`config.mk`:
```
export PLATFORM = sky130hd
export DESIGN_NAME = rv_regfile_mp_flat
export DESIGN_NICKNAME = d
export VERILOG_FILES = /design/src/rtl/rv_regfile_mp_if.sv /design/src/rtl/rv_regfile_mp.sv /design/src/flat_wrapper.sv
export SDC_FILE = /design/constraint.sdc
export NUM_CORES = 1
export LEC_CHECK = 0
export CAP_MARGIN = 20
export CELL_PAD_IN_SITES_DETAIL_PLACEMENT = 0
export CELL_PAD_IN_SITES_GLOBAL_PLACEMENT = 1
export CORE_MARGIN = 5
export CORE_UTILIZATION = 45
export CTS_BUF_LIST = sky130_fd_sc_hd__clkbuf_2
export DETAILED_ROUTE_END_ITERATION = 7
export PLACE_DENSITY = 0.64
export SETUP_SLACK_MARGIN = 0.1
export SYNTH_ARGS = -nofsm -noshare
export SYNTH_HDL_FRONTEND = slang
export SYNTH_SLANG_ARGS = --single-unit
```
`constraint.sdc`:
```
create_clock -name clk -period 7.7 [get_ports clk]
set_input_delay 0.77 -clock clk [delete_from_list [all_inputs] [get_ports clk]]
set_output_delay 0.77 -clock clk [all_outputs]
set_load 0.005 [all_outputs]
```
`src/rtl/rv_regfile_mp_if.sv`:
```
// Register-file port bundle: clear control, writeback port, NRD read ports and status pulses.
// par_err exists only when RV_REGFILE_PARITY_EN is defined.
interface rv_regfile_mp_if #(
  parameter int XLEN = 32,
  parameter int NRD  = 2
);
  logic                clr_req;
  logic                rf_ready;
  logic                c_rf_write;
  logic [4:0]          rd_addr;
  logic [XLEN-1:0]     rd_dati;
  logic [NRD*5-1:0]    rs_addr;
  logic [NRD*XLEN-1:0] rs_dato;
  logic                wr_drop;
  logic                addr_err;
`ifdef RV_REGFILE_PARITY_EN
  logic                par_err;
`endif

  modport master (
    output clr_req, c_rf_write, rd_addr, rd_dati, rs_addr,
    input  rf_ready, rs_dato, wr_drop, addr_err
`ifdef RV_REGFILE_PARITY_EN
    , input par_err
`endif
  );

  modport slave (
    input  clr_req, c_rf_write, rd_addr, rd_dati, rs_addr,
    output rf_ready, rs_dato, wr_drop, addr_err
`ifdef RV_REGFILE_PARITY_EN
    , output par_err
`endif
  );
endinterface

```
`src/rtl/rv_regfile_mp.sv`:
```
// Parametrised multi-read-port RV32 register file with clear sweep and optional write bypass.
// Optional even-parity protection per entry: define RV_REGFILE_PARITY_EN.
module rv_regfile_mp #(
  parameter int XLEN      = 32,
  parameter int DEPTH     = 32,
  parameter int NRD       = 2,
  parameter int WR_BYPASS = 1
) (
  input  logic           clk,
  input  logic           rst_n,
  rv_regfile_mp_if.slave rf
);
  localparam int         AW     = $clog2(DEPTH);
  localparam logic [5:0] DEPTH6 = 6'(DEPTH);
`ifdef RV_REGFILE_PARITY_EN
  localparam int W = XLEN + 1;
`else
  localparam int W = XLEN;
`endif

  typedef enum logic {CLEAR, READY} state_e;

  state_e                   state_q, state_d;
  logic [AW-1:0]            clr_idx_q, clr_idx_d;
  logic                     wr_drop_q, wr_drop_d;
  logic                     addr_err_q, addr_err_d;
  logic [W-1:0]             mem [DEPTH];

  logic                     rf_ready, rd_oob, commit;
  logic                     mem_we;
  logic [AW-1:0]            mem_wa;
  logic [W-1:0]             mem_wd, core_wd;
  logic [NRD-1:0]           rs_oob, rs_hit, rs_chk;
  logic [NRD-1:0][XLEN-1:0] dato;

  assign rf_ready = (state_q == READY);
  assign rd_oob   = {1'b0, rf.rd_addr} >= DEPTH6;
  assign commit   = rf.c_rf_write && rf_ready && (rf.rd_addr != 5'd0) && !rd_oob;
`ifdef RV_REGFILE_PARITY_EN
  assign core_wd  = {^rf.rd_dati, rf.rd_dati};
`else
  assign core_wd  = rf.rd_dati;
`endif

  for (genvar i = 0; i < NRD; i++) begin : g_rd
    logic [4:0]   a;
    logic [W-1:0] ent;
    assign a         = rf.rs_addr[5*i +: 5];
    assign ent       = mem[a[AW-1:0]];
    assign rs_oob[i] = {1'b0, a} >= DEPTH6;
    // A hit implies a committable write, so it already covers ready/x0/range.
    assign rs_hit[i] = (WR_BYPASS != 0) && commit && (rf.rd_addr == a);
    assign rs_chk[i] = rf_ready && (a != 5'd0) && !rs_oob[i] && !rs_hit[i];
    assign dato[i]   = rs_hit[i] ? rf.rd_dati : (rs_chk[i] ? ent[XLEN-1:0] : '0);
  end
  assign rf.rs_dato = dato;

  always_comb begin
    state_d   = state_q;
    clr_idx_d = clr_idx_q;
    mem_we    = 1'b0;
    mem_wa    = rf.rd_addr[AW-1:0];
    mem_wd    = core_wd;
    case (state_q)
      CLEAR: begin
        // All-zero word has even parity, so the sweep also repairs parity.
        mem_we = 1'b1;
        mem_wa = clr_idx_q;
        mem_wd = '0;
        if (rf.clr_req)                           clr_idx_d = AW'(1);
        else if (clr_idx_q == AW'(DEPTH - 1))     state_d   = READY;
        else                                      clr_idx_d = clr_idx_q + AW'(1);
      end
      default: begin
        mem_we = commit;
        if (rf.clr_req) begin
          state_d   = CLEAR;
          clr_idx_d = AW'(1);
        end
      end
    endcase
  end

  assign wr_drop_d  = rf.c_rf_write && (!rf_ready || rd_oob);
  assign addr_err_d = (rf.c_rf_write && rd_oob) || (rf_ready && (|rs_oob));

  always_ff @(posedge clk or negedge rst_n) begin
    if (!rst_n) begin
      state_q    <= CLEAR;
      clr_idx_q  <= AW'(1);
      wr_drop_q  <= 1'b0;
      addr_err_q <= 1'b0;
    end else begin
      state_q    <= state_d;
      clr_idx_q  <= clr_idx_d;
      wr_drop_q  <= wr_drop_d;
      addr_err_q <= addr_err_d;
    end
  end

  always_ff @(posedge clk) begin
    if (mem_we) mem[mem_wa] <= mem_wd;
  end

  assign rf.rf_ready = rf_ready;
  assign rf.wr_drop  = wr_drop_q;
  assign rf.addr_err = addr_err_q;

`ifdef RV_REGFILE_PARITY_EN
  logic [NRD-1:0] par_bad;
  logic           par_err_q;
  for (genvar i = 0; i < NRD; i++) begin : g_par
    assign par_bad[i] = rs_chk[i] && (^g_rd[i].ent);
  end
  always_ff @(posedge clk or negedge rst_n) begin
    if (!rst_n)          par_err_q <= 1'b0;
    else if (rf.clr_req) par_err_q <= 1'b0;
    else if (|par_bad)   par_err_q <= 1'b1;
  end
  assign rf.par_err = par_err_q;
`endif
endmodule

```
`src/flat_wrapper.sv`:
```
// flat-port wrapper written by rule: the top's interface ports become plain ports
module rv_regfile_mp_flat 
#(
  parameter int XLEN      = 32,
  parameter int DEPTH     = 32,
  parameter int NRD       = 2,
  parameter int WR_BYPASS = 1
)
  (clk, rst_n, rf_clr_req, rf_c_rf_write, rf_rd_addr, rf_rd_dati, rf_rs_addr, rf_rf_ready, rf_rs_dato, rf_wr_drop, rf_addr_err);
  rv_regfile_mp_if #(.XLEN(XLEN), .NRD(NRD)) rf_i ();
  input  logic clk;
  input  logic rst_n;
  input wire logic [$bits(rf_i.clr_req)-1:0] rf_clr_req;
  input wire logic [$bits(rf_i.c_rf_write)-1:0] rf_c_rf_write;
  input wire logic [$bits(rf_i.rd_addr)-1:0] rf_rd_addr;
  input wire logic [$bits(rf_i.rd_dati)-1:0] rf_rd_dati;
  input wire logic [$bits(rf_i.rs_addr)-1:0] rf_rs_addr;
  output wire logic [$bits(rf_i.rf_ready)-1:0] rf_rf_ready;
  output wire logic [$bits(rf_i.rs_dato)-1:0] rf_rs_dato;
  output wire logic [$bits(rf_i.wr_drop)-1:0] rf_wr_drop;
  output wire logic [$bits(rf_i.addr_err)-1:0] rf_addr_err;
  assign rf_i.clr_req = rf_clr_req;
  assign rf_i.c_rf_write = rf_c_rf_write;
  assign rf_i.rd_addr = rf_rd_addr;
  assign rf_i.rd_dati = rf_rd_dati;
  assign rf_i.rs_addr = rf_rs_addr;
  assign rf_rf_ready = rf_i.rf_ready;
  assign rf_rs_dato = rf_i.rs_dato;
  assign rf_wr_drop = rf_i.wr_drop;
  assign rf_addr_err = rf_i.addr_err;
  rv_regfile_mp #(.XLEN(XLEN), .DEPTH(DEPTH), .NRD(NRD), .WR_BYPASS(WR_BYPASS)) u_core (.clk(clk), .rst_n(rst_n), .rf(rf_i));
endmodule
```
# After elaboration in Yosys (flattened, before gate mapping)
# Memory sizes are Yosys's and may differ from the RTL's.
# Index checks and enable logic that the tools add are counted.
# Widths: inputs -> output; s select.
# word_totals
reg_bits	7
ram_bits	1024
inputBits	51
out_inout_bits	67
elab_cells	43
mem_count	1
# mem_list
name	words	width	rd	rd_ports_with_merged_regs	wr	line_no	text
u_core.mem	32	32	2	0	1	rv_regfile_mp.sv:27	logic [W-1:0] mem [DEPTH];
# op_classes
n_addsub	1
eq_ne	5
mux	17
n_reduce_logical	16
# op_table
operator	count
$mux 32	5
$mux 5	5
$reduce_bool 5->1	3
$eq 5x5->1	2
$logic_and 1x1->1	9
$mux 1	7
$add 5x1->5 const B	1
$eq 5x5->1 const B	1
$ne 2x2->1 const B	2
$logic_not 1->1	3
$reduce_and 2->1	1

# Logic depth before layout (Yosys ltp)
# Gate-level depths: netlist (run 1).
# logic_depth
depth_word	7
ltp_mapped	8
mapped_depth_nobuf	7

# Least setup slack after synthesis (run 1)
# Ideal clock, no wire load.
# synth_path
path_type	input-to-reg
startpoint	input port rf_rd_addr[0]
endpoint	memory u_core.mem[0][0] (netlist name) (enable)
setup_time_ns	0.421
t_arrival_ns	2.900
required_ns	7.279
path_slack_ns	4.379
stages	4
n_path_buf	1
path_cell_list	clkbuf_1 -> o41a_1 -> a31oi_1 -> nor2_1
# synth_via
elab_chain_cells	5
word_cells_on_any_way	6
classes_between	4 x mux; 2 x reduce/logical
# synth_lines
item	line_no	text
start: declaration	flat_wrapper.sv:15	input wire logic [$bits(rf_i.rd_addr)-1:0] rf_rd_addr;
$reduce_bool 5->1	rv_regfile_mp.sv:38	assign commit = rf.c_rf_write && rf_ready && (rf.rd_addr != 5'd0) && !rd_oob;
$logic_and 1x1->1	rv_regfile_mp.sv:38	
$mux 1	rv_regfile_mp.sv:64	case (state_q)
$mux 1	rv_regfile_mp.sv:102	if (mem_we) mem[mem_wa] <= mem_wd;
$mux 1 (not written as such)	rv_regfile_mp.sv:102	
end: declaration	rv_regfile_mp.sv:27	
# Parallel ways exist; a longest one is shown, timed or not.

# Worst setup path in the final report (run 1)
# layout_path
startpoint	register u_core.state_q (netlist: u_core.rf.rf_ready)
endpoint	output port rf_rs_dato[3]
# layout_via
elab_chain_cells	7
word_cells_on_any_way	8
classes_between	2 x mux; 6 x reduce/logical
# layout_lines
item	line_no	text
start: declaration	rv_regfile_mp.sv:23	state_e state_q, state_d;
start signal: assignment	rv_regfile_mp.sv:94	state_q <= state_d;
$logic_and 1x1->1 (2 in a row)	rv_regfile_mp.sv:38	
$logic_and 1x1->1	rv_regfile_mp.sv:52	assign rs_hit[i] = (WR_BYPASS != 0) && commit && (rf.rd_addr == a);
$logic_not 1->1	rv_regfile_mp.sv:53	assign rs_chk[i] = rf_ready && (a != 5'd0) && !rs_oob[i] && !rs_hit[i];
$logic_and 1x1->1	rv_regfile_mp.sv:53	
$mux 32	rv_regfile_mp.sv:54	assign dato[i] = rs_hit[i] ? rf.rd_dati : (rs_chk[i] ? ent[XLEN-1:0] : '0);
$mux 32 (*)	rv_regfile_mp.sv:54	
end: declaration	flat_wrapper.sv:19	output wire logic [$bits(rf_i.rs_dato)-1:0] rf_rs_dato;
# Mark *: on every way between the ends. The rest lies on a longest branch, timed or not.

==> summary.txt, run 1 <==
GRT
  • First-pass GRT wire length: 219.9 mm
  • Maximum number of pins on one net before global-route repair: 95
  • Antenna violations before repair: 6
  • Grt total ovfl: 0
  • Vias in the first global route: between 30,000 and 40,000
  • Total GRT Usage: 0.2684

Setup path
  • Cell breakdown of the critical path: buf_4 -> and2_1 -> nand4_1 -> o221ai_1 -> clkdlybuf4s50_1
  • Worst path depth: 5
  • Worst reg2reg setup slack: 3570 ps
  • Data required time of the worst path: about 6900 ps
  • Reg2reg path depth: 5
  • Crit end category: output pin
  • Worst path arrival time: roughly 4800 ps
  • Kind of start point of the critical path: register
  • Critical path buffers and inverters: 2
  • Top Family by Delay on Critical Path: simple AND/OR/NAND/NOR gates
  • CP Max Fanout: 34
  • Delay contributed by the slowest stage of the critical path: 920 ps
  • Crit Path Category: register to output pin
  • Highest-delay cell along the critical path: dfrtp_2

CTS
  • Setup fix buffers added after clock tree synthesis: 0
  • Maximum count of clock buffers along a single path: 4
  • Number of sinks on the clock net: 1,031
  • Worst-Skew Late Latency: approximately 1400 ps
  • TritonCTS clock tree: yes
  • Clock buffer count from CTS: slightly below 300
  • Post-CTS clock slew at the launch and capture registers of the worst setup and hold paths: 110 ps
  • Buffer cell driving the clock tree root: clkbuf_2
  • Deepest level of the CTS H-tree: 5

STA
  • Clock tree skew after final layout: 80.39 ps
  • Fmax: approximately 180 MHz
  • Setup TNS: 0 ps
  • Post-route worst setup slack: ~2100 ps
  • Max-slew headroom at the worst pin: 0.2201
  • Number of hold-slack violations in the final timing report: 0
  • Final-report setup violation count: 0
  • Min cycle time layout: ~5600 ps
  • Count of pins over their slew limit: 0
  • Smallest hold slack: roughly 200 ps
  • Crit share post-route: 0.7229
  • Transition time at the pin with the least slew margin: between 1000 and 1500 ps
  • Setup repair after global routing missed its margin: no

Layout
  • Area taken by flip-flops and latches: between 30,000 and 40,000 µm²
  • Ratio of cells with drive above 1 in the final layout: 0.4107
  • Final non-filler cell area: roughly 55,000 µm²
  • Post-synthesis to final-layout area growth: 12.08%
  • Multi-input gate area in the final layout: ~17,000 µm²
  • Final net count: 2,789
  • Count of fill cells added during filler insertion: slightly below 9,000

Yosys
  • Count of flip-flops with a built-in enable after synthesis: about 1,000
  • Area share of the largest cell type after synthesis: 0.6290
  • Cell types occupying the most area after synthesis: edfxtp_1 (63%), mux4_2 (24%), mux2i_1 (2.6%)
  • Share of flip-flops with an asynchronous set or reset: 0.006790
  • Most frequently used cell type in the post-synthesis netlist: edfxtp_1
  • Sequential area share after synthesis: 0.6326
  • Number of storage elements in the synthesis netlist: between 1,000 and 1,500
  • Cells after Synth: approximately 2,400
  • Combined area of all synthesized cells: slightly below 50,000 µm²
  • Mean instance size in the synthesized netlist: roughly 20 µm²
  • Most instantiated flip-flop cell in the synthesis netlist: edfxtp_1
  • Top cell type by total area after synthesis: edfxtp_1
  • Count of warnings emitted by yosys: 0
  • Top post-synthesis cells by count: edfxtp_1 (1,024), mux4_2 (512), mux2i_1 (129), a22o_1 (128), clkbuf_1 (113)
  • Distinct cell type count of the synthesized netlist: between 40 and 50
  • Synthesized net count: 2,476

Detailed routing
  • Number of DRC markers in iteration 0: 3,273
  • Routed len/inst: around 36 µm
  • Via density per instance: around 6.6
  • Final Routed Wirelength: about 160 mm
  • DRC violation count after routing: 0
  • First-pass detailed-route iteration total: 5
  • Via Count: about 29,000
  • Number of nets still failing antenna checks after routing: 0

Pwr
  • Power density cells: 201.7 nW/µm²
  • Total internal power: just over 0.008 W
  • Part of the total power dissipated in combinational logic: 0.097
  • Psw: 0.002888 W
  • Flop pwr share: 0.563
  • Peak supply drop: slightly above 0.09 mV
  • Pleak: ~18 nW
  • Proportion of power drawn by the clock network: 0.340
  • Switching Fraction: 0.2614

Placement
  • Placed Area: between 50,000 and 60,000 µm²
  • Total of buffers placed on input and output ports: between 100 and 150
  • HPWL Detailed: ~88 mm
  • Setup Slack @ Placement: 2758 ps
  • Final weighted congestion in routability-driven placement: between 0.7 and 0.8

Floorplan
  • Horizontal die dimension: roughly 340 µm
  • IO Count: 118
  • Initial Util: 0.4510
  • Die Area: around 120,000 µm²
  • Core Rows: approximately 120
  • Floorplan core area: about 110,000 µm²
  • Die Y-Extent: 339.6 µm

Worst hold path
  • Cells on Worst Hold Path: 2
  • Min-delay worst type: input pin to register

Outcome
  • Run status: completed

Flow run
  • Max-Cap Viols: 0
## sequential cells by signal, summed over array words and instances, names as in the netlist
signal              flops
u_core.rf.wr_drop       1
u_core.rf.rf_ready      1
u_core.mem           1024
u_core.clr_idx_q        5
## power by group through the flow
| stage | logic [W] | clock network, W | registers [W] |
|---|---|---|---|
| after floorplan | 0.000706 | 0 | 0.00634 |
| after global placement | 0.00106 | 0 | 0.00634 |
| after detailed placement | 0.00106 | 0 | 0.00635 |
| after CTS | 0.00107 | 0.00387 | 0.00622 |
| after global routing | 0.00112 | 0.00420 | 0.00623 |
| final | 0.00107 | 0.00376 | 0.00622 |
## stage by stage
step	utilization	std cells	total power (W)
6_report	0.5054	4327	0.01105
4_1_cts	0.5008	4304	0.01116
5_1_grt	0.5054	4327	0.01155
3_3_place_gp	0.4779	3825	0.007401
3_5_place_dp	0.4786	3828	0.007412
2_1_floorplan	-	2423	0.007042
## layout by cell type (no fill, tap or decap), types with 3 or more instances in the layout
cell	Yosys	routed
inv_2	0	6
xnor2_1	12	12
mux4_2	512	512
nand4_1	65	65
nor2_1	106	72
buf_8	0	5
clkinv_1	0	30
nand3_1	3	3
mux2_2	65	65
nor2_4	0	34
buf_12	0	9
clkdlybuf4s50_1	0	108
o221ai_1	59	59
dlygate4sd3_1	0	7
nor3b_1	3	3
clkbuf_16	0	4
edfxtp_1	1024	1024
a21oi_1	4	3
buf_16	0	15
o21ai_0	3	3
dfrtp_1	6	5
a22o_1	128	128
mux2i_1	129	129
buf_6	23	4
clkbuf_2	0	429
buf_4	29	76
o221ai_2	5	5
nor2b_4	0	4
and2_1	36	32
nand2_1	16	16
inv_1	3	3
and2_2	0	4
clkinv_2	0	5
## cell type report
class,count,share of cell area
Clock inverter,43,0.004019
Sequential cell,1031,0.5645
Clock buffer,429,0.03919
Antenna cell,1,0.00004567
Timing Repair Buffer,230,0.04645
Multi-Input combinational cell,1176,0.3133
Inverter,3,0.0002055
Tap cell,1414,0.03229
## cell families after synthesis
group	count (synthesis)	synth area share
compound gates	211	0.03870
xor+xnor	13	0.002329
fa+ha+maj	2	0.0005118
buf+inv	216	0.02357
flops	1031	0.6326
mux	706	0.2773
other cells	1	0.00007671
simple gates	243	0.02490
## worst paths after layout
check,end,startpoint
min in group asynchronous,u_core.clr_idx_q[0]$_DFFE_PN1P_,rst_n
hold reg to reg,u_core.clr_idx_q[0]$_DFFE_PN1P_,u_core.clr_idx_q[0]$_DFFE_PN1P_
max in group asynchronous,u_core.rf.rf_ready$_DFF_PN0_,rst_n
setup reg to reg,u_core.mem[9][16]$_DFFE_PP_,u_core.rf.rf_ready$_DFF_PN0_
hold / removal,u_core.mem[22][8]$_DFFE_PP_,rf_rd_dati[8]
setup / recovery,rf_rs_dato[3],u_core.rf.rf_ready$_DFF_PN0_
## worst register-to-register path, cell delays in order, from the launching register on
cell	delay [ps]
dfrtp_2	920
buf_4	530
mux2i_1	410
nand2_1	350
nor2_4	930
buf_4	560
## layer usage
layer  up-vias  track usage  share of wire  routed length, µm
met5         -            0       0.000045                  7
met2      1492       0.4473           0.50              78630
met3       237      0.06134          0.081              12700
met4         2      0.08383          0.027               4193
met1     15440       0.3549           0.39              61000
li1      11390            -              -                  -
## what timing repair did
| item | in CTS | in global routing |
|---|---|---|
| hold buffers | 4 | 3 |
| endpoints found under the hold margin | 14 | 4 |
| gates resized for setup | 0 | 0 |
(Power assumes the default switching activity.)
==> run 2: changes to the inputs <==
--- a/config.mk
+++ b/config.mk
@@ -12,7 +12,7 @@
 export CORE_UTILIZATION = 45
 export CTS_BUF_LIST = sky130_fd_sc_hd__clkbuf_2
 export DETAILED_ROUTE_END_ITERATION = 7
-export PLACE_DENSITY = 0.64
+export PLACE_DENSITY = 0.67
 export SETUP_SLACK_MARGIN = 0.1
 export SYNTH_ARGS = -nofsm -noshare
 export SYNTH_HDL_FRONTEND = slang
==> constraint.sdc (replaced) <==
create_clock -name clk -period 4.8 [get_ports clk]
set_input_delay 0.48 -clock clk [delete_from_list [all_inputs] [get_ports clk]]
set_output_delay 0.48 -clock clk [all_outputs]
set_load 0.005 [all_outputs]
==> summary.txt, run 2 (synthesis gave the netlist of run 1 again) <==
Setup path
  • Crit end category: output pin (unchanged)
  • Data required time of the worst path: 4320 ps (was 6930 ps)
  • CP Max Fanout: 2 (was 34)
  • Crit Path Category: register to output pin (unchanged)
  • Worst path arrival time: 4050 ps (was 4800 ps)
  • Critical Path Start: u_core.mem[27][1]$_DFFE_PP_ (was u_core.rf.rf_ready$_DFF_PN0_)
  • Startpoint of the lowest-slack register-to-register path: u_core.rf.rf_ready$_DFF_PN0_ (unchanged)
  • Kind of start point of the critical path: register (unchanged)

CTS
  • Worst-Skew Late Latency: 1430 ps (about the same)
  • Clock buffer count from CTS: 288 (was 294)
  • Maximum count of clock buffers along a single path: 4 (unchanged)
  • Number of sinks on the clock net: 1,031 (unchanged)
  • TritonCTS clock tree: yes (unchanged)
  • Deepest level of the CTS H-tree: 5 (unchanged)
  • Buffer cell driving the clock tree root: clkbuf_2 (unchanged)
  • Post-CTS clock slew at the launch and capture registers of the worst setup and hold paths: 110 ps (about the same)

Floorplan
  • Horizontal die dimension: 339.6 µm (unchanged)
  • Floorplan core area: 108,400 µm² (unchanged)
  • Initial Util: 0.4510 (unchanged)
  • Core Rows: 121 (unchanged)
  • Die Y-Extent: 339.6 µm (unchanged)
  • IO Count: 118 (unchanged)
  • Die Area: 115,300 µm² (unchanged)

GRT
  • Grt total ovfl: 0 (unchanged)
  • Maximum number of pins on one net before global-route repair: 75 (was 95)
  • Total GRT Usage: 0.2724 (was 0.2684)
  • First-pass GRT wire length: 223.6 mm (was 219.9 mm)
  • Antenna violations before repair: 4 (was 6)
  • Vias in the first global route: 31,290 (was 30,080)

Worst hold path
  • Worst min-delay path startpoint: rf_rd_dati[4] (was rf_rd_dati[8])
  • Min-delay worst type: input pin to register (unchanged)

Layout
  • Commonest cells after routing, fill and taps aside: edfxtp_1 (1,024), mux4_2 (512), clkbuf_2 (399) (was edfxtp_1 (1,024), mux4_2 (512), clkbuf_2 (429))
  • Most common cell after layout, fill and taps aside: edfxtp_1 (unchanged)
  • Post-synthesis to final-layout area growth: 13.34% (was 12.08%)
  • Final net count: 2,879 (was 2,789)
  • Post-layout instance count excluding filler cells: 4,409 (was 4,327)
  • Register ranked first by flip-flop count: u_core.mem (unchanged)
  • Largest registers: u_core.mem x1024, u_core.clr_idx_q x5 (unchanged)
  • Ratio of cells with drive above 1 in the final layout: 0.4155 (was 0.4107)
  • Flip-flop count of the largest register, all copies and words added: 1,024 (unchanged)
  • Final design utilization: 0.5111 (was 0.5054)

STA
  • Crit share post-route: 0.9429
  • Final-report setup violation count: 0 (unchanged)
  • Clock tree skew after final layout: 84.58 ps (was 80.39 ps)
  • Min cycle time layout: 4526 ps
  • Max-slew headroom at the worst pin: 0.3632 (was 0.2201)
  • Fmax: between 200 and 250 MHz
  • Count of pins over their slew limit: 0 (unchanged)
  • Setup TNS: 0 ps (unchanged)
  • Setup repair after global routing missed its margin: no (unchanged)
  • Number of hold-slack violations in the final timing report: 0 (unchanged)
  • Transition time at the pin with the least slew margin: 955.2 ps (was 1170 ps)

Placement
  • HPWL Detailed: 93.14 mm (was 87.50 mm)
  • Number of cells after detailed placement: 3,915 (was 3,828)
  • Total of buffers placed on input and output ports: 116 (unchanged)
  • Final weighted congestion in routability-driven placement: 0.8308 (was 0.7888)

Detailed routing
  • Via Count: 29,480 (was 28,560)
  • Number of nets still failing antenna checks after routing: 0 (unchanged)
  • DRC violation count after routing: 0 (unchanged)
  • Number of DRC markers in iteration 0: 3,007 (was 3,273)
  • Via density per instance: 6.687 (was 6.599)
  • First-pass detailed-route iteration total: 6 (was 5)
  • Final Routed Wirelength: 158.3 mm (was 156.5 mm)
  • Routed len/inst: 35.91 µm (was 36.18 µm)

Outcome
  • Run status: completed (unchanged)

Pwr
  • Power density cells: 319.9 nW/µm² (was 201.7 nW/µm²)
  • Pleak: 17.92 nW (was 17.56 nW)
  • Peak supply drop: 0.2114 mV (was 0.09127 mV)

Flow run
  • Max-Cap Viols: 0 (unchanged)
## run 2: cell count changes in the layout (fill, tap and decap cells not counted), sizes merged
cell	before	now
buf	111	185
dlygate4sd3	7	33
clkinv	35	48
inv	9	12
clkbuf	433	399
## run 2: power by group
part | internal, W | total [W] | switching, W | leakage [nW]
clock | 0.00231 | 0.00586 | 0.00355 | 1.82
sequential | 0.00992 | 0.00998 | 0.0000654 | 9.12
combinational | 0.000798 | 0.00188 | 0.00108 | 6.98
total | 0.0130 | 0.0177 | 0.00470 | 17.9
## run 2: critical path, stage by stage (launching register included)
cell and delay (ps):
edfxtp_1 410, mux4_2 490, a22o_1 250, nor2_1 640, o221ai_1 260, clkdlybuf4s50_1 510
## run 2: routing by layer
| layer | up-vias | GRT usage | routed length (µm) |
|---|---|---|---|
| met1 | 15810 | 0.3596 | 60470 |
| li1 | 11560 | - | - |
| met2 | 1771 | 0.4394 | 76980 |
| met4 | 2 | 0.1123 | 6365 |
| met5 | - | 0 | 16 |
| met3 | 330 | 0.06486 | 14510 |
## run 2: worst paths after layout
path	slack, ps	to	depth (start not counted)
worst min register to register	680	u_core.clr_idx_q[0]$_DFFE_PN1P_	2
worst max-delay path	270	rf_rs_dato[33]	5
max in group asynchronous	4080	u_core.clr_idx_q[0]$_DFFE_PN1P_	3
min in group asynchronous	420	u_core.clr_idx_q[3]$_DFFE_PN0P_	3
worst max register to register	1360	u_core.mem[25][12]$_DFFE_PP_	6
worst min-delay path	220	u_core.mem[11][4]$_DFFE_PP_	3
## run 2: layout make-up
type,count,area (µm²)
clock buffer,399,1997
fill,8849,52990
timing repair buffer,326,3237
multi-input combinational,1176,17180
inverter,3,11.26
sequential,1031,30930
clock inverter,59,282.8
tap,1414,1769
antenna,1,2.502
## run 2: through the flow
stage	hold slack, ps	area, µm²	worst slack (ps)	total power [W]
floorplan	184.4	48880	1724	0.01130
global placement	605.2	52700	907.2	0.01201
detailed placement	652.7	52760	831.6	0.01203
CTS	17.14	55390	151.1	0.01790
global route	78.37	55400	104.6	0.01848
finish	222.0	55400	274.1	0.01772
## run 2: what timing repair did
| item | CTS | global route |
|---|---|---|
| endpoints found under the setup margin | 58 | 7 |
| buffers inserted | 2 | 0 |
| endpoints found under the hold margin | 903 | 0 |
| hold buffers | 33 | 0 |
| resized for setup | 3 | 2 |
==> run 3: changes to the inputs <==
--- a/config.mk
+++ b/config.mk
@@ -8,6 +8,7 @@
 export CAP_MARGIN = 20
 export CELL_PAD_IN_SITES_DETAIL_PLACEMENT = 0
 export CELL_PAD_IN_SITES_GLOBAL_PLACEMENT = 1
+export CORE_ASPECT_RATIO = 0.6
 export CORE_MARGIN = 5
 export CORE_UTILIZATION = 45
 export CTS_BUF_LIST = sky130_fd_sc_hd__clkbuf_2
==> summary.txt, run 3 (synthesis gave the netlist of run 1 again) <==
CTS
  • Clock buffer count from CTS: 231 (was 288)
  • Post-CTS clock slew at the launch and capture registers of the worst setup and hold paths: 110 ps (about the same)
  • Number of sinks on the clock net: 1,031 (unchanged)
  • Deepest level of the CTS H-tree: 4 (was 5)
  • TritonCTS clock tree: yes (unchanged)
  • Buffer cell driving the clock tree root: clkbuf_2 (unchanged)
  • Maximum count of clock buffers along a single path: 3 (was 4)
  • Worst-Skew Late Latency: 1560 ps (was 1430 ps)

Placement
  • Setup Slack @ Placement: 564.6 ps (was 831.6 ps)
  • HPWL Detailed: 92.57 mm (was 93.14 mm)
  • Total of buffers placed on input and output ports: 116 (unchanged)
  • Placed Area: 52,570 µm² (was 52,760 µm²)
  • Final weighted congestion in routability-driven placement: 0.8325 (was 0.8308)

Pwr
  • Sum of internal, switching and leakage power: 0.01763 W (was 0.01772 W)
  • Peak supply drop: 0.2254 mV (was 0.2114 mV)
  • Switching Fraction: 0.2660 (was 0.2650)
  • Part of the total power dissipated in combinational logic: 0.104 (was 0.106)
  • Proportion of power drawn by the clock network: 0.330 (was 0.331)
  • Flop pwr share: 0.566 (was 0.563)
  • Total internal power: 0.01294 W (was 0.01302 W)
  • Pleak: 17.66 nW (was 17.92 nW)
  • Psw: 0.004689 W (was 0.004696 W)
  • Power density cells: 319.2 nW/µm² (was 319.9 nW/µm²)

Layout
  • Commonest cells after routing, fill and taps aside: edfxtp_1 (1,024), mux4_2 (512), clkbuf_2 (330) (was edfxtp_1 (1,024), mux4_2 (512), clkbuf_2 (399))
  • Largest registers: u_core.mem x1024, u_core.clr_idx_q x5 (unchanged)
  • Post-synthesis to final-layout area growth: 13.00% (was 13.34%)
  • Ratio of cells with drive above 1 in the final layout: 0.3977 (was 0.4155)
  • Final net count: 2,812 (was 2,879)
  • Register ranked first by flip-flop count: u_core.mem (unchanged)
  • Most common cell after layout, fill and taps aside: edfxtp_1 (unchanged)
  • Flip-flop count of the largest register, all copies and words added: 1,024 (unchanged)
  • Final non-filler cell area: 55,240 µm² (was 55,400 µm²)

Setup path
  • Kind of start point of the critical path: register (unchanged)
  • Worst path arrival time: 4080 ps (was 4050 ps)
  • Delay contributed by the slowest stage of the critical path: 530 ps (was 640 ps)
  • Cell breakdown of the critical path: mux4_2 -> a22o_1 -> nor2_1 -> o221ai_1 -> clkdlybuf4s50_1 (unchanged)
  • CP Max Fanout: 2 (unchanged)
  • Highest-delay cell along the critical path: clkdlybuf4s50_1 (was nor2_1)
  • Critical path buffers and inverters: 1 (unchanged)
  • Top Family by Delay on Critical Path: compound AO/OA/AOI/OAI gates (was simple AND/OR/NAND/NOR gates)
  • Data required time of the worst path: 4320 ps (about the same)
  • Crit Path Category: register to output pin (unchanged)
  • Crit end category: output pin (unchanged)

Detailed routing
  • Via density per instance: 6.603 (was 6.687)
  • First-pass detailed-route iteration total: 5 (was 6)
  • DRC violation count after routing: 0 (unchanged)
  • Number of nets still failing antenna checks after routing: 0 (unchanged)
  • Number of DRC markers in iteration 0: 3,600 (was 3,007)
  • Via Count: 28,870 (was 29,480)
  • Routed len/inst: 35.12 µm (was 35.91 µm)
  • Final Routed Wirelength: 153.6 mm (was 158.3 mm)

GRT
  • Antenna violations before repair: 3 (was 4)
  • Maximum number of pins on one net before global-route repair: 91 (was 75)
  • Total GRT Usage: 0.2641 (was 0.2724)
  • Grt total ovfl: 0 (unchanged)
  • Vias in the first global route: 29,750 (was 31,290)
  • First-pass GRT wire length: 217.2 mm (was 223.6 mm)

STA
  • Clock tree skew after final layout: 100.0 ps (was 84.58 ps)
  • Number of hold-slack violations in the final timing report: 0 (unchanged)
  • Smallest hold slack: 351.1 ps (was 222.0 ps)
  • Crit share post-route: 0.9504 (was 0.9429)
  • Min cycle time layout: 4562 ps (was 4526 ps)
  • Setup TNS: 0 ps (unchanged)
  • Final-report setup violation count: 0 (unchanged)
  • Max-slew headroom at the worst pin: 0.2673 (was 0.3632)
  • Post-route worst setup slack: 238.3 ps (was 274.1 ps)
  • Setup repair after global routing missed its margin: no (unchanged)
  • Transition time at the pin with the least slew margin: 1099 ps (was 955.2 ps)
  • Fmax: 219.2 MHz (was 220.9 MHz)
  • Count of pins over their slew limit: 0 (unchanged)

Flow run
  • Max-Cap Viols: 0 (unchanged)

Outcome
  • Run status: completed (unchanged)

Worst hold path
  • Min-delay worst type: input pin to register (unchanged)

Floorplan
  • Die Area: 115,500 µm² (was 115,300 µm²)
  • Initial Util: 0.4547 (was 0.4510)
  • Horizontal die dimension: 435.5 µm (was 339.6 µm)
  • Core Rows: 93 (was 121)
  • IO Count: 118 (unchanged)
  • Floorplan core area: 107,500 µm² (was 108,400 µm²)
  • Die Y-Extent: 265.3 µm (was 339.6 µm)
run 3: path summary, 6_finish.rpt:
check	startpoint	end	slack [ps]	depth (start not counted)
min in group asynchronous	rst_n	u_core.rf.wr_drop$_DFF_PN0_	780	4
worst min-delay path	rf_c_rf_write	u_core.rf.wr_drop$_DFF_PN0_	350	3
worst max-delay path	u_core.mem[27][1]$_DFFE_PP_	rf_rs_dato[33]	240	5
worst max register to register	u_core.rf.rf_ready$_DFF_PN0_	u_core.mem[10][30]$_DFFE_PP_	1430	6
max in group asynchronous	rst_n	u_core.clr_idx_q[0]$_DFFE_PN1P_	3720	4
worst min register to register	u_core.clr_idx_q[0]$_DFFE_PN1P_	u_core.clr_idx_q[0]$_DFFE_PN1P_	670	2
run 3: tightest hold or removal path, cell delays in order:
cell	delay (ps)
dlygate4sd3_1	530
clkdlybuf4s50_1	640
nor2b_1	240
run 3: through the flow:
step | instances | util
floorplan | 2423 | -
global placement | 3904 | 0.4890
detailed placement | 3904 | 0.4890
CTS | 4366 | 0.5135
global route | 4369 | 0.5137
finish | 4372 | 0.5138
run 3: area by class of cell:
cell class,instances,area [µm²]
Timing Repair Buffer,316,3141
Sequential cell,1031,30930
Inverter,3,11.26
Clock inverter,86,538.0
Multi-Input combinational cell,1176,17170
Fill cell,8647,52280
Clock buffer,330,1652
Antenna cell,5,12.51
Tap cell,1425,1783
run 3: power by group through the flow:
stage                     Clock, W  Combinational, W  Sequential [W]
final                      0.00581           0.00184         0.00998
after global routing       0.00647           0.00191          0.0100
after CTS                  0.00598           0.00183         0.00998
after detailed placement         0           0.00180          0.0102
after global placement           0           0.00179          0.0102
after floorplan                  0           0.00113          0.0102
run 3: timing repair:
item                                    4_1_cts  5_1_grt
endpoints found under the setup margin       64        2
gates resized for setup                       3        1
hold buffers                                 38        0
hold endpoints to repair                   1035        0
setup buffers                                 8        0
run 3: layer usage:
layer  track usage  wire length [µm]  part of all wire  up-vias
li1              -                 -                 -    11440
met1        0.3955             65660              0.43    15340
met2        0.3720             65880              0.43     1848
met3       0.08232             18190              0.12      236
met4       0.08209              3808             0.025        2
met5             0                20           0.00013        -
